`src/rtl/rr_arbiter_ctrl_if.sv`:
```
// Request/grant bundle between the four requesters and the round-robin
// arbiter. The master side drives the requests and the completion strobe.
// The slave side is the arbiter, which returns the grant and debug status.
interface rr_arbiter_ctrl_if;
  logic       en;
  logic [3:0] req;
  logic       done;
  logic [3:0] gnt;
  logic [1:0] gnt_id;
  logic       gnt_valid;
  logic       timeout;
  logic [1:0] state;

  // Requester / resource side
  modport master (
    output en,
    output req,
    output done,
    input  gnt,
    input  gnt_id,
    input  gnt_valid,
    input  timeout,
    input  state
  );

  // Arbiter side
  modport slave (
    input  en,
    input  req,
    input  done,
    output gnt,
    output gnt_id,
    output gnt_valid,
    output timeout,
    output state
  );
endinterface

```
`src/rtl/rr_arbiter_ctrl.sv`:
```
// Round-robin arbiter and sequencer for one resource shared by four requesters.
// Each access passes through ARB, GRANT and RELEASE. RELEASE is a one-cycle
// dead slot, so two grants are never back to back. A hold counter
// force-releases a grant that has been held for MAX_HOLD cycles.
// The encoded grant drives the input mux select of the shared datapath.
module rr_arbiter_ctrl #(
  parameter int unsigned MAX_HOLD = 8,
  parameter int unsigned CNT_W    = 4
) (
  input  logic               clk,
  input  logic               rst,
  rr_arbiter_ctrl_if.slave   bus
);

  typedef enum logic [1:0] {
    IDLE    = 2'b00,
    ARB     = 2'b01,
    GRANT   = 2'b10,
    RELEASE = 2'b11
  } state_t;

  localparam int unsigned HOLD_LAST = MAX_HOLD - 1;

  state_t           state_q;
  logic [3:0]       gnt_q;
  logic [1:0]       gntId_q;
  logic [1:0]       lastId_q;
  logic [CNT_W-1:0] holdCnt_q;
  logic [CNT_W-1:0] holdCnt_d;
  logic             timeout_q;

  logic             winFound;
  logic [1:0]       winId;
  logic [1:0]       probeIdx;
  logic [3:0]       winOneHot;

  logic             doneHit;
  logic             withdrawHit;
  logic             limitHit;
  logic             grantExit;
  logic             forcedExit;
  logic             newWork;

  // Rotating priority search that starts one past the last served requester.
  // The loop walks offsets from farthest to nearest so the nearest set
  // request is the one left in winId.
  always_comb begin
    winFound = 1'b0;
    winId    = lastId_q;
    probeIdx = lastId_q;
    for (int k = 4; k >= 1; k--) begin
      probeIdx = lastId_q + 2'(k);
      if (bus.req[probeIdx]) begin
        winFound = 1'b1;
        winId    = probeIdx;
      end
    end
    winOneHot = 4'b0001 << winId;
  end

  // GRANT exit causes. done has priority, then withdraw, then the hold limit.
  // A timeout is reported only when the limit is the sole reason to leave.
  always_comb begin
    doneHit     = bus.done;
    withdrawHit = ~bus.req[gntId_q];
    limitHit    = (holdCnt_q == CNT_W'(HOLD_LAST));
    grantExit   = doneHit | withdrawHit | limitHit;
    forcedExit  = limitHit & ~doneHit & ~withdrawHit;
    holdCnt_d   = holdCnt_q + 1'b1;
    newWork     = bus.en & (|bus.req);
  end

  // Sequencer FSM. All outputs are registered here, so the grant changes
  // only on the edges that enter GRANT or enter RELEASE.
  always_ff @(posedge clk or negedge rst) begin
    if (!rst) begin
      state_q   <= IDLE;
      gnt_q     <= 4'b0000;
      gntId_q   <= 2'b00;
      lastId_q  <= 2'b11;
      holdCnt_q <= '0;
      timeout_q <= 1'b0;
    end else begin
      timeout_q <= 1'b0;
      case (state_q)
        IDLE: begin
          gnt_q <= 4'b0000;
          if (newWork) begin
            state_q <= ARB;
          end
        end
        ARB: begin
          if (winFound) begin
            gnt_q     <= winOneHot;
            gntId_q   <= winId;
            holdCnt_q <= '0;
            state_q   <= GRANT;
          end else begin
            state_q <= IDLE;
          end
        end
        GRANT: begin
          if (grantExit) begin
            gnt_q     <= 4'b0000;
            lastId_q  <= gntId_q;
            holdCnt_q <= '0;
            timeout_q <= forcedExit;
            state_q   <= RELEASE;
          end else begin
            holdCnt_q <= holdCnt_d;
          end
        end
        RELEASE: begin
          gnt_q <= 4'b0000;
          if (newWork) begin
            state_q <= ARB;
          end else begin
            state_q <= IDLE;
          end
        end
        default: begin
          gnt_q   <= 4'b0000;
          state_q <= IDLE;
        end
      endcase
    end
  end

  assign bus.gnt       = gnt_q;
  assign bus.gnt_id    = gntId_q;
  assign bus.gnt_valid = |gnt_q;
  assign bus.timeout   = timeout_q;
  assign bus.state     = state_q;

endmodule
```
`src/flat_wrapper.sv`:
```
// flat-port wrapper written by rule: the top's interface ports become plain ports
module rr_arbiter_ctrl_flat 
#(
  parameter int unsigned MAX_HOLD = 8,
  parameter int unsigned CNT_W    = 4
)
  (clk, rst, bus_en, bus_req, bus_done, bus_gnt, bus_gnt_id, bus_gnt_valid, bus_timeout, bus_state);
  rr_arbiter_ctrl_if bus_i ();
  input  logic clk;
  input  logic rst;
  input wire logic [$bits(bus_i.en)-1:0] bus_en;
  input wire logic [$bits(bus_i.req)-1:0] bus_req;
  input wire logic [$bits(bus_i.done)-1:0] bus_done;
  output wire logic [$bits(bus_i.gnt)-1:0] bus_gnt;
  output wire logic [$bits(bus_i.gnt_id)-1:0] bus_gnt_id;
  output wire logic [$bits(bus_i.gnt_valid)-1:0] bus_gnt_valid;
  output wire logic [$bits(bus_i.timeout)-1:0] bus_timeout;
  output wire logic [$bits(bus_i.state)-1:0] bus_state;
  assign bus_i.en = bus_en;
  assign bus_i.req = bus_req;
  assign bus_i.done = bus_done;
  assign bus_gnt = bus_i.gnt;
  assign bus_gnt_id = bus_i.gnt_id;
  assign bus_gnt_valid = bus_i.gnt_valid;
  assign bus_timeout = bus_i.timeout;
  assign bus_state = bus_i.state;
  rr_arbiter_ctrl #(.MAX_HOLD(MAX_HOLD), .CNT_W(CNT_W)) u_core (.clk(clk), .rst(rst), .bus(bus_i));
endmodule
```
`config.mk`:
```
export PLATFORM = sky130hd
export DESIGN_NAME = rr_arbiter_ctrl_flat
export DESIGN_NICKNAME = d
export VERILOG_FILES = /design/src/rtl/rr_arbiter_ctrl_if.sv /design/src/rtl/rr_arbiter_ctrl.sv /design/src/flat_wrapper.sv
export SDC_FILE = /design/constraint.sdc
export NUM_CORES = 1
export LEC_CHECK = 0
export CAP_MARGIN = 20
export CORE_MARGIN = 8
export CORE_UTILIZATION = 25
export CTS_CLUSTER_SIZE = 12
export DETAILED_ROUTE_END_ITERATION = 8
export PLACE_DENSITY_LB_ADDON = 0.05
export SLEW_MARGIN = 10
export SYNTH_ARGS = -nofsm -noshare
export SYNTH_HDL_FRONTEND = slang
export SYNTH_SLANG_ARGS = --single-unit
export TNS_END_PERCENT = 100
```
`constraint.sdc`:
```
create_clock -name clk -period 2.4 [get_ports clk]
set_clock_uncertainty 0.15 [all_clocks]
set_input_delay 0.48 -clock clk [delete_from_list [all_inputs] [get_ports clk]]
set_output_delay 0.48 -clock clk [all_outputs]
set_load 0.005 [all_outputs]
```
### Word-level counts from Yosys, hierarchy flattened

Index checks and enable logic that the tools add are counted.

* order comparisons: 5
* reduce and logical (&&, ||, !) cells: 10
* equality and inequality tests: 7
* $add $sub $neg: 4
* multiplexer cells: 30
* bitwise gates (word level): 7
* shift operators: 1

Operators with widths (number)
* 4-bit 2-to-1 mux: 4
* 2-bit by 3-bit less-than comparator with 1-bit output, second input constant: 5
* 1-bit 2-to-1 mux: 12
* 2-bit 2-to-1 mux: 6
* 4-bit one-hot mux with 3 select lines: 1
* 1-bit binary-select mux with 2-bit select: 5
* 2-bit AND reduction: 5
* 2-bit one-hot mux with 4 select lines: 1
* 4-bit one-hot mux with 2 select lines: 1
* 4-bit OR reduction: 2
* 2-bit by 1-bit inequality test with 1-bit output, second input constant: 3
* 2-bit adder, second input constant: 2
* 4-bit by 1-bit adder with 4-bit output, second input constant: 1
* 2-bit equality test, second input constant: 2
* 4-bit by 3-bit equality test with 1-bit output, second input constant: 1
* 1-bit by 2-bit << shifter with 4-bit output, first input constant: 1
* 1-bit bitwise AND: 3
* 2-bit by 1-bit adder with 2-bit output, second input constant: 1
* 2-bit by 1-bit equality test with 1-bit output, second input constant: 1
* 2-bit zero test: 1
* 1-bit inverter: 2
* 1-bit bitwise OR: 2
* 2-bit nonzero test: 1
* 2-bit OR reduction: 1

* logic and storage cells: 70
* input bits: 8
* output and inout port bits: 10
* bits in registers: 15

### Longest topological paths before layout

* word-level depth: 9
* gate-level depth with buffers: 5
* depth with buffers taken out: 4

### Worst setup path after synthesis

OpenSTA, ideal clock, no wires.

* path type: register to register
* from: register u_core.lastId_q[1]
* to: register u_core.gnt_q[0] (netlist: u_core.bus.gnt[0])
* data arrival time: 1428 ps
* buffers on the path: 1
* setup slack: 754 ps
* required time: 2182 ps
* library setup time: 68 ps
* cell stages (with the launch flop): 6
* period minus slack after synthesis: 1646 ps
* cells stage by stage: dfstp_2 buf_2 mux2i_1 nor2_1 a311oi_2 a32o_1

* longest elaborated chain between the ends: 9
* elaborated cells between the ends (all ways): 23
* classes of those cells: 3 x add/sub; 1 x eq/ne; 1 x shift; 17 x mux; 1 x reduce/logical

Ends and longest elaborated chain
* start, declared: line rr_arbiter_ctrl.sv:27 `logic [1:0] lastId_q;`
* start signal, assigned: line rr_arbiter_ctrl.sv:105 `lastId_q <= gntId_q;`
* 2-bit adder: line rr_arbiter_ctrl.sv:52 `probeIdx = lastId_q + 2'(k);`
* 1-bit binary-select mux with 2-bit select: line rr_arbiter_ctrl.sv:53 `if (bus.req[probeIdx]) begin`
* 1-bit 2-to-1 mux (not written as such): line rr_arbiter_ctrl.sv:53
* 2-bit 2-to-1 mux (3 in series): line rr_arbiter_ctrl.sv:53
* 1-bit by 2-bit << shifter with 4-bit output: line rr_arbiter_ctrl.sv:58 `winOneHot = 4'b0001 << winId;`
* 4-bit 2-to-1 mux: line rr_arbiter_ctrl.sv:93 `if (winFound) begin`
* 4-bit one-hot mux with 3 select lines: line rr_arbiter_ctrl.sv:85 `case (state_q)`
* end signal, assigned: line rr_arbiter_ctrl.sv:94 `gnt_q <= winOneHot;`
* end, declared: line rr_arbiter_ctrl.sv:25 `logic [3:0] gnt_q;`

Several ways; a longest one is shown, not always the timed one. The select of a mux whose other input is x is not followed.
A chain may end at the register's enable or synchronous reset.

### Worst setup path in the final report

* from: register u_core.gnt_q[1] (netlist: u_core.bus.gnt[1])
* to: output bus_gnt_valid

* longest elaborated chain between the ends: 1

Ends and longest elaborated chain
* 4-bit OR reduction: line rr_arbiter_ctrl.sv:131 `assign bus.gnt_valid = |gnt_q;`
* end, declared: line flat_wrapper.sv:16 `output wire logic [$bits(bus_i.gnt_valid)-1:0] bus_gnt_valid;`

No other way between the ends.

==> metrics <==
Final period util=95.6%; share of cells above drive strength 1=15.5%; fin crit period=2.29 ns; core area=0.00326 mm^2; first-pass GRT wire length=3.33 mm; R2R cell count=4; max cap viols=0; critical path launch point type=register; post-CTS setup buffers=0; Mapped Nets=86; Final Hold Fails=0; Post-synth EDFFs=0; WS Path Type=register to output port; top post-synthesis cells by area=dfrtp_1 39%, dfstp_2 6.3%, nand2b_1 3.8%; initial core utilization=25.5%; number of port buffers=17; Setup violations, final=0; unrepaired setup endpoints after global routing=no; worst-path fanout max=3; initial antenna violation count=0; number of global-route vias before repair=687; CTS tree=done; floorplan row count=21; power density over the cells=1050 mW/mm^2; cts bufs inserted=3; Area growth, synth to finish=30.5%; fillers=364; root buf cell=clkbuf_4; final wirelength=2.01 mm; Hold WS=0.359 ns; syn_area_per_cell=10.8 um^2; Slew @ Worst Pin=0.520 ns; synth cell count leaders=13 x dfrtp_1, 5 x nand2_1, 5 x nand2b_1, 5 x nor2_1; Post-Synthesis Cells=77; Via density=4.63; Clock transition at path regs=0.09 ns; Rel. slew slack=65.3%; CP endpoint kind=output port; Total Routing Usage GR=8.16%; post-route ant nets=0; number of DRC markers in iteration 0=58; pin count of the biggest net entering global routing=16; R2R setup slack=0.58 ns; H-tree depth=1; data required time of the critical path=1.77 ns; # resized after CTS=0; Clock Sinks=15; Hold Crit Class=input pin to asynchronous set/reset pin; # hold bufs at CTS=0; setup TNS=0 ns; Routed wire per std cell=14.1 um; Post-DP HPWL=1.50 mm; f_max=436 MHz; VDD IR-drop max=373 uV; Arr. time, crit path=1.66 ns; Remaining DRCs=0; Pins Over Slew Limit=0; final RePlAce weighted congestion=0.708; Die X=73.6 um; leak pwr=0.000451 uW; FFs w/ async S/R, synth=100%; Die Area=0.00542 mm^2; synthesis-stage register bit count=15; Boundary Pins=18; total gr overflow=0; Final nets=107; synth unique cells=35; top-area cell type share of the netlist area=39.2%; drt pass-1 iters=4; count leader, synth=dfrtp_1; worst skew pair latency=0.28 ns; Main synth FF type=dfrtp_1; vias post-DR=662; Die H=73.6 um; # diodes=0; clock tree buffer depth=2; Syn. warnings=0; run status=completed; synthesized area=830 um^2; sequential element share of the synthesized area=45.6%; Synth area leader=dfrtp_1
==> final cells by class <==
cell class	count	area [um^2]	share of cell area, %
Clock buffer	4	26.3	2.43
Sequential cell	15	378	34.9
Tap cell	46	57.6	5.32
Timing Repair Buffer	18	178	16.4
Multi-Input combinational cell	57	432	39.9
Inverter	3	11.3	1.04
==> cell families after synthesis <==
group                      count (synthesis)  synth area share, %
and+or+nand+nor                           33                 23.2
AOI/OAI and AO/OA                         17                 18.7
DFF                                       15                 45.6
muxes                                      6                 8.60
buffers and inverters                      5                 2.41
adders and majority gates                  1                 1.51
==> final timing paths <==
check | endpoint | start
min in group clk | u_core.bus.gnt[1] | u_core.bus.gnt[1]
max in group asynchronous | u_core.lastId_q[1] | rst
worst max-delay path | bus_gnt_valid | u_core.bus.gnt[1]
worst max register to register | u_core.bus.gnt[2] | u_core.lastId_q[1]
worst min-delay path | u_core.bus.gnt_id[0] | rst
worst min register to register | u_core.bus.gnt[1] | u_core.bus.gnt[1]
==> state kept, by name (all words and copies together) (netlist names), named ones only <==
| register | count |
|---|---|
| u_core.bus.gnt | 4 |
| u_core.bus.state | 1 |
| u_core.bus.gnt_id | 2 |
| u_core.holdCnt_q | 4 |
| u_core.lastId_q | 2 |
| u_core.bus.timeout | 1 |
==> routing by layer <==
layer  global-route usage [%]  wire length, um  vias up
met3                     3.55              150        0
met5                        0                0        -
met2                     11.0              819       17
met1                     10.8             1040      314
met4                     3.33                0        0
li1                         -                -      331
==> placed cells by master, fill, tap and decap left out, drive strengths merged, types with 4 or more instances in the layout <==
cell type	count
nor2	5
nand2b	5
clkbuf	4
dfrtp	13
a21oi	5
nand2	5
clkdlybuf4s50	17
==> report_power, final <==
part	internal [uW]	total, uW	switching, uW
clock	64.5	146	81.5
combinational	303	550	247
sequential	347	443	95.9
total	714	1140	424
==> through the flow <==
stage	setup slack, ns	area [um^2]	utilization (%)	total power, uW	cells
finish	0.106	1080	33.2	1140	143
global route	0.0445	1080	33.2	1230	143
CTS	0.0759	1080	33.2	1160	143
detailed placement	0.135	1060	32.4	998	139
global placement	0.128	1060	32.4	1000	139
floorplan	0.754	830	-	770	77
==> worst max-delay path, cell delays in order (launching register included) <==
cell,delay (ns)
dfrtp_1,0.40
or4_1,0.52
clkdlybuf4s50_1,0.46
No activity file was read; power rests on OpenSTA's default activity.
